--- src/rtl/alu_bus_unit.sv ---
// alu_bus_unit: 8-way bus source mux, combinational ALU and registered C/Z/N/V status flags
module alu_bus_unit #(
  parameter int WIDTH = 8
) (
  input  logic             clk,
  input  logic             rst_n,
  input  logic [WIDTH-1:0] src0,
  input  logic [WIDTH-1:0] src1,
  input  logic [WIDTH-1:0] src2,
  input  logic [WIDTH-1:0] src3,
  input  logic [WIDTH-1:0] src4,
  input  logic [WIDTH-1:0] src5,
  input  logic [WIDTH-1:0] src6,
  input  logic [WIDTH-1:0] src7,
  input  logic [2:0]       bus_slct,
  output logic [WIDTH-1:0] bus_out,
  input  logic [WIDTH-1:0] alu_a,
  input  logic [WIDTH-1:0] alu_b,
  input  logic [2:0]       alu_op,
  output logic [WIDTH-1:0] alu_out,
  input  logic             flag_we,
  output logic             flag_c,
  output logic             flag_z,
  output logic             flag_n,
  output logic             flag_v
);
  localparam int M = WIDTH - 1;
  logic [WIDTH-1:0] srcs [8];
  logic             c, v;
  assign srcs = '{src0, src1, src2, src3, src4, src5, src6, src7};
  assign bus_out = srcs[bus_slct];
  always_comb begin
    alu_out = '0;
    c = 1'b0;
    v = 1'b0;
    case (alu_op)
      3'd0: begin
        {c, alu_out} = {1'b0, alu_a} + {1'b0, alu_b};
        v = (alu_a[M] == alu_b[M]) && (alu_out[M] != alu_a[M]);
      end
      3'd1: begin
        {c, alu_out} = {1'b0, alu_a} - {1'b0, alu_b};
        v = (alu_a[M] != alu_b[M]) && (alu_out[M] != alu_a[M]);
      end
      3'd2: alu_out = alu_b;
      3'd3: alu_out = alu_a & alu_b;
      3'd4: alu_out = alu_a | alu_b;
      3'd5: alu_out = alu_a ^ alu_b;
      3'd6: begin
        {c, alu_out} = {1'b0, alu_a} + {{WIDTH{1'b0}}, 1'b1};
        v = ~alu_a[M] & alu_out[M];
      end
      3'd7: alu_out = ~alu_a;
      default: alu_out = 'x;
    endcase
  end
  always_ff @(posedge clk or negedge rst_n)
    if (!rst_n) {flag_c, flag_z, flag_n, flag_v} <= 4'b0000;
    else if (flag_we) {flag_c, flag_z, flag_n, flag_v} <= {c, alu_out == '0, alu_out[M], v};
endmodule

--- config.mk ---
export PLATFORM = sky130hd
export DESIGN_NAME = alu_bus_unit
export DESIGN_NICKNAME = d
export VERILOG_FILES = /design/src/rtl/alu_bus_unit.sv
export SDC_FILE = /design/constraint.sdc
export NUM_CORES = 1
export LEC_CHECK = 0
export ABC_AREA = 1
export CAP_MARGIN = 20
export CORE_UTILIZATION = 46
export CTS_BUF_LIST = sky130_fd_sc_hd__clkbuf_16
export CTS_CLUSTER_DIAMETER = 100
export DETAILED_ROUTE_END_ITERATION = 8
export HOLD_SLACK_MARGIN = 0.02
export PLACE_DENSITY = 0.9
export SYNTH_ARGS = -nofsm -noshare
export SYNTH_HDL_FRONTEND = slang
export SYNTH_SLANG_ARGS = --single-unit
--- constraint.sdc ---
create_clock -name clk -period 3.8 [get_ports clk]
set_input_delay 0.95 -clock clk [delete_from_list [all_inputs] [get_ports clk]]
set_output_delay 0.95 -clock clk [all_outputs]
set_load 0.005 [all_outputs]
# Word-level counts from Yosys, hierarchy flattened
# Index checks and enable logic that the tools add are counted.
# op_classes
magnitude_cmp,1
bitwise_logic,7
n_eq_ne,11
n_reduce_logical,4
mux,6
addsub,3
# ops
operator,count
$pmux 8 s8,1
$bmux 8 s3,1
$mux 8,2
$eq 3x3->1 const B,4
$add 8x1->9 const B,1
$add 8x8->9,1
$sub 8x8->9,1
$and 8x8->8,1
$logic_not 8->1,1
$not 8->8,1
$or 8x8->8,1
$xor 8x8->8,1
$eq 3x2->1 const B,2
$pmux 1 s3,2
$ge 4x4->1 const B,1
$not 3->4,1
$eq 3x1->1 const B,1
$logic_not 3->1,1
$ne 1x1->1,3
$logic_and 1x1->1,2
$and 1x1->1,1
$eq 1x1->1,1
$not 1->1,1
# totals
regBits,4
word_cells,36
output_inout_bits,20
input_bits,89

# Longest topological paths before layout
# logic_depth
word_depth,4
depth_mapped,15
ltp_nobuf,14

# Worst setup path before layout
# No wires, ideal clock.
# synth_path
path_kind,input to output
startpoint,in alu_a[0]
endpoint,out alu_out[6]
n_path_buf,0
path_slack_ns,0.667
t_arrival_ns,2.183
path_stages,12
t_required_ns,2.850
path_cell_list,inv_1 > ha_1 > fa_1 > inv_1 > nand4_1 > nand3_1 > nor2_1 > nor2_1 > nand2_1 > nand2_1 > nand2_1 > inv_1
# synth_via
elab_chain_len,2
elab_cells_between_ends,4
classes_between,3 x add/sub; 1 x mux
# synth_lines
element,line_no,rtl
from (decl),17,"input logic [WIDTH-1:0] alu_a,"
"$add 8x1->9, or another cell as far along",50,"{c, alu_out} = {1'b0, alu_a} + {{WIDTH{1'b0}}, 1'b1};"
$pmux 8 s8 (*),36,case (alu_op)
to (decl),20,"output logic [WIDTH-1:0] alu_out,"
# Every way passes the cells marked *; elsewhere a longest branch is shown, timed or not.

# Worst setup path in the final report
# layout_path
startpoint,in alu_op[1]
endpoint,out alu_out[2]
# layout_via
elab_chain_len,2
elab_cells_between_ends,9
classes_between,7 x eq/ne; 1 x mux; 1 x reduce/logical
# layout_lines
element,line_no,rtl
from (decl),19,"input logic [2:0] alu_op,"
"$eq 3x3->1, or another cell as far along",36,
$pmux 8 s8 (*),36,
# Marks and branches as above.

==> flow_summary.yaml <==
run_status:
  status: "complete, but fails checks"
  failed_checks: "DRC, setup timing"
yosys:
  ys.flop_type: "dfrtp_1"
  synth_commonest_cells: "99 x nor2_1, 91 x nand2_1, 54 x inv_1"
  seq_area_frac_synth_pct: 4.233
  netlist.area_leader.share_pct: 15.71
  synthesis.nets: 565
  synth_area_leader_cell: "nor2_1"
  syn_avg_cell_area_sq_um: 5.279
  synthTopCellsByArea: "nor2_1 16%, nand2_1 14%, ha_1 14%, o21ai_0 8.7%, inv_1 8.6%"
  yosysMostFrequentCell: "nor2_1"
  syn_inst: 448
  synth_cell_types: 29
  async_reset_ff_share_pct: 100.0
  synth_area_sq_mm: 0.002365
  yosys_warnings: 0
  ys_ff_latch: 4
  synth_edf_count: 0
setup_path:
  path_class: "in2out"
  cp-end-kind: "output pin"
  cp_max_fo: 7
  cp-start-kind: "input pin"
  crit_required_ns: 2.85
  cp_data_arrival_time_ns: 2.94
sta:
  slew_headroom_pct: 69.12
  setup_viol: 2
  worst_slew_pin_slew_ns: 0.4627
  fin_skew_ns: 0
  tns_ns: -0.1629
  period_needed_ns: 3.892
  period_share_pct: 102.4
  setup_ws_ns: -0.09160
  hold_viol: 0
  rsz0062_at_grt: "true"
  fmax_ghz: 0.2570
  drv_slew: 0
  hold_slack_ns: 0.5149
cells_and_area:
  final_cells: 698
  num_antenna_cells: 0
  fillCellCount: 221
  nets: 750
  syn2layout_area_growth_pct: 84.50
  drive_gt1_share_pct: 25.83
cts:
  root_buffer: "clkbuf_16"
  cts.sinks: 4
  hold_buffers: 0
  cts_max_level: 1
  clockBufferDepth: 2
  cts_buffers: 3
  cts_tree: "done"
  clock_latency_ns: 0.23
  clkTransAtPathRegs_ns: 0.03
power:
  p_switching_uw: 347.2
  p_int_uw: 473.8
  swShare_pct: 42.29
  seqPwrFrac_pct: 6.0
  pwr-share-comb_pct: 73.1
  peakVddDrop_uv: 202.7
  power.clock.fraction_pct: 20.8
  powerDensity_mw_per_mm2: 188.2
  p_leak_uw: 0.002138
grt:
  grt_use_total_pct: 48.65
  grt_first_pass_wirelength_um: 19920
  first_global_vias: 4289
  overflow: 0
  grt_max_degree: 33
  antenna_found_initial: 0
floorplan:
  die_w_um: 73.70
  dieHeight_um: 73.70
  initial_core_util_pct: 48.77
  coreArea_sq_mm: 0.004848
  placementRows: 25
  io_pins: 109
  dieArea_sq_mm: 0.005432
routing:
  detail-route-antenna-nets: 0
  drt_iter0_drc: 627
  via_count: 4461
  avgRoutedWirePerCell_um: 20.38
  routed_wl_um: 14220
  drc: 28
  drtPass1Iterations: 9
  routed_via_density: 6.391
place:
  portBuffers: 108
  dp_cells: 685
  place_ws_ns: -0.5225
  gp_congestion: 0.9435
  dpl.hpwl_um: 8309
flow_run:
  cap_violations: 0
min_path:
  hp-class: "reg2reg"
repair_timing:
action | in CTS | in global routing
pin swaps | 12 | 9
cloned | 0 | 0
endpoints found under the setup margin | 7 | 7
setup buffers | 7 | 3
resized for setup | 62 | 35
metrics by stage:
stage	area, sq um	power, uW	utilization (%)
after floorplan	2365	263.1	-
after global placement	4023	524.5	82.97
after detailed placement	4023	544.1	82.97
after CTS	4260	746.8	87.87
after global routing	4363	849.2	89.99
final	4363	821.1	89.99
power by group through the flow:
stage	Clock (uW)	Combinational, uW	Sequential, uW
CTS	174	524	48.6
global route	174	626	49.2
global placement	0	476	48.5
finish	171	601	49.4
floorplan	0	214	49.1
detailed placement	0	495	48.9
cells in the final DEF (no fill, tap or decap), drive strengths merged:
cell type | netlist | layout
dfrtp | 4 | 4
o22ai | 9 | 9
o21ai | 43 | 43
buf | 8 | 91
ha | 26 | 26
o311ai | 1 | 1
o2111ai | 1 | 1
a31oi | 8 | 8
nand2 | 91 | 91
fa | 2 | 2
or2 | 1 | 1
clkdlybuf4s15 | 0 | 3
inv | 60 | 60
o211ai | 3 | 3
nand3b | 3 | 3
dlymetal6s2s | 0 | 2
clkdlybuf4s50 | 0 | 88
dlygate4sd2 | 0 | 12
nor3 | 3 | 3
nor2 | 104 | 104
a21oi | 12 | 12
xor2 | 1 | 1
nand3 | 41 | 41
and2 | 1 | 1
clkbuf | 10 | 5
nand4 | 16 | 16
flip-flops by register name (all words and copies together) (netlist names):
| name | count |
|---|---|
| flag_c | 1 |
| flag_z | 1 |
| flag_n | 1 |
| flag_v | 1 |
critical path, cell delays in order:
cell and delay (ns):
dlygate4sd2_1 0.34, buf_4 0.21, nand2_1 0.09, nor2_1 0.24, nand2_1 0.15, nand2_2 0.11, nor2_2 0.04, nand2_1 0.11
nand2_2 0.08, inv_1 0.10, clkdlybuf4s50_1 0.51
final cells by class:
class | instances | area [sq um] | share of cell area (%)
multi-input combinational | 366 | 2125 | 48.70
tap | 67 | 83.83 | 1.921
inverter | 60 | 227.7 | 5.219
timing repair buffer | 198 | 1752 | 40.15
sequential | 4 | 100.1 | 2.294
clock buffer | 3 | 75.07 | 1.721
metal layers:
metal	part of all wire, %	vias up	GRT usage, %
li1	-	1834	-
met1	32	1941	46.34
met2	43	470	81.35
met3	14	216	18.38
met4	11	0	43.59
met5	0	-	0
cells by family after synthesis:
| kind of cell | synth area share [%] |
|---|---|
| buffers and inverters | 14.60 |
| AO/OA/AOI/OAI | 17.99 |
| adder cells (fa/ha/maj) | 15.45 |
| AND/OR/NAND/NOR | 47.36 |
| flip-flops | 4.233 |
| XOR/XNOR | 0.3704 |
final timing paths:
path | from | to | slack, ns | cells past startpoint
hold reg to reg | flag_z$_DFFE_PN0P_ | flag_z$_DFFE_PN0P_ | 0.51 | 2
hold / removal | flag_z$_DFFE_PN0P_ | flag_z$_DFFE_PN0P_ | 0.51 | 2
min in group asynchronous | rst_n | flag_v$_DFFE_PN0P_ | 0.93 | 1
max in group asynchronous | rst_n | flag_c$_DFFE_PN0P_ | 2.68 | 1
setup reg to reg | flag_c$_DFFE_PN0P_ | flag_c$_DFFE_PN0P_ | 2.90 | 3
setup / recovery | alu_op[1] | alu_out[2] | -0.09 | 11
Note: power is estimated with default switching activity, not from simulation.
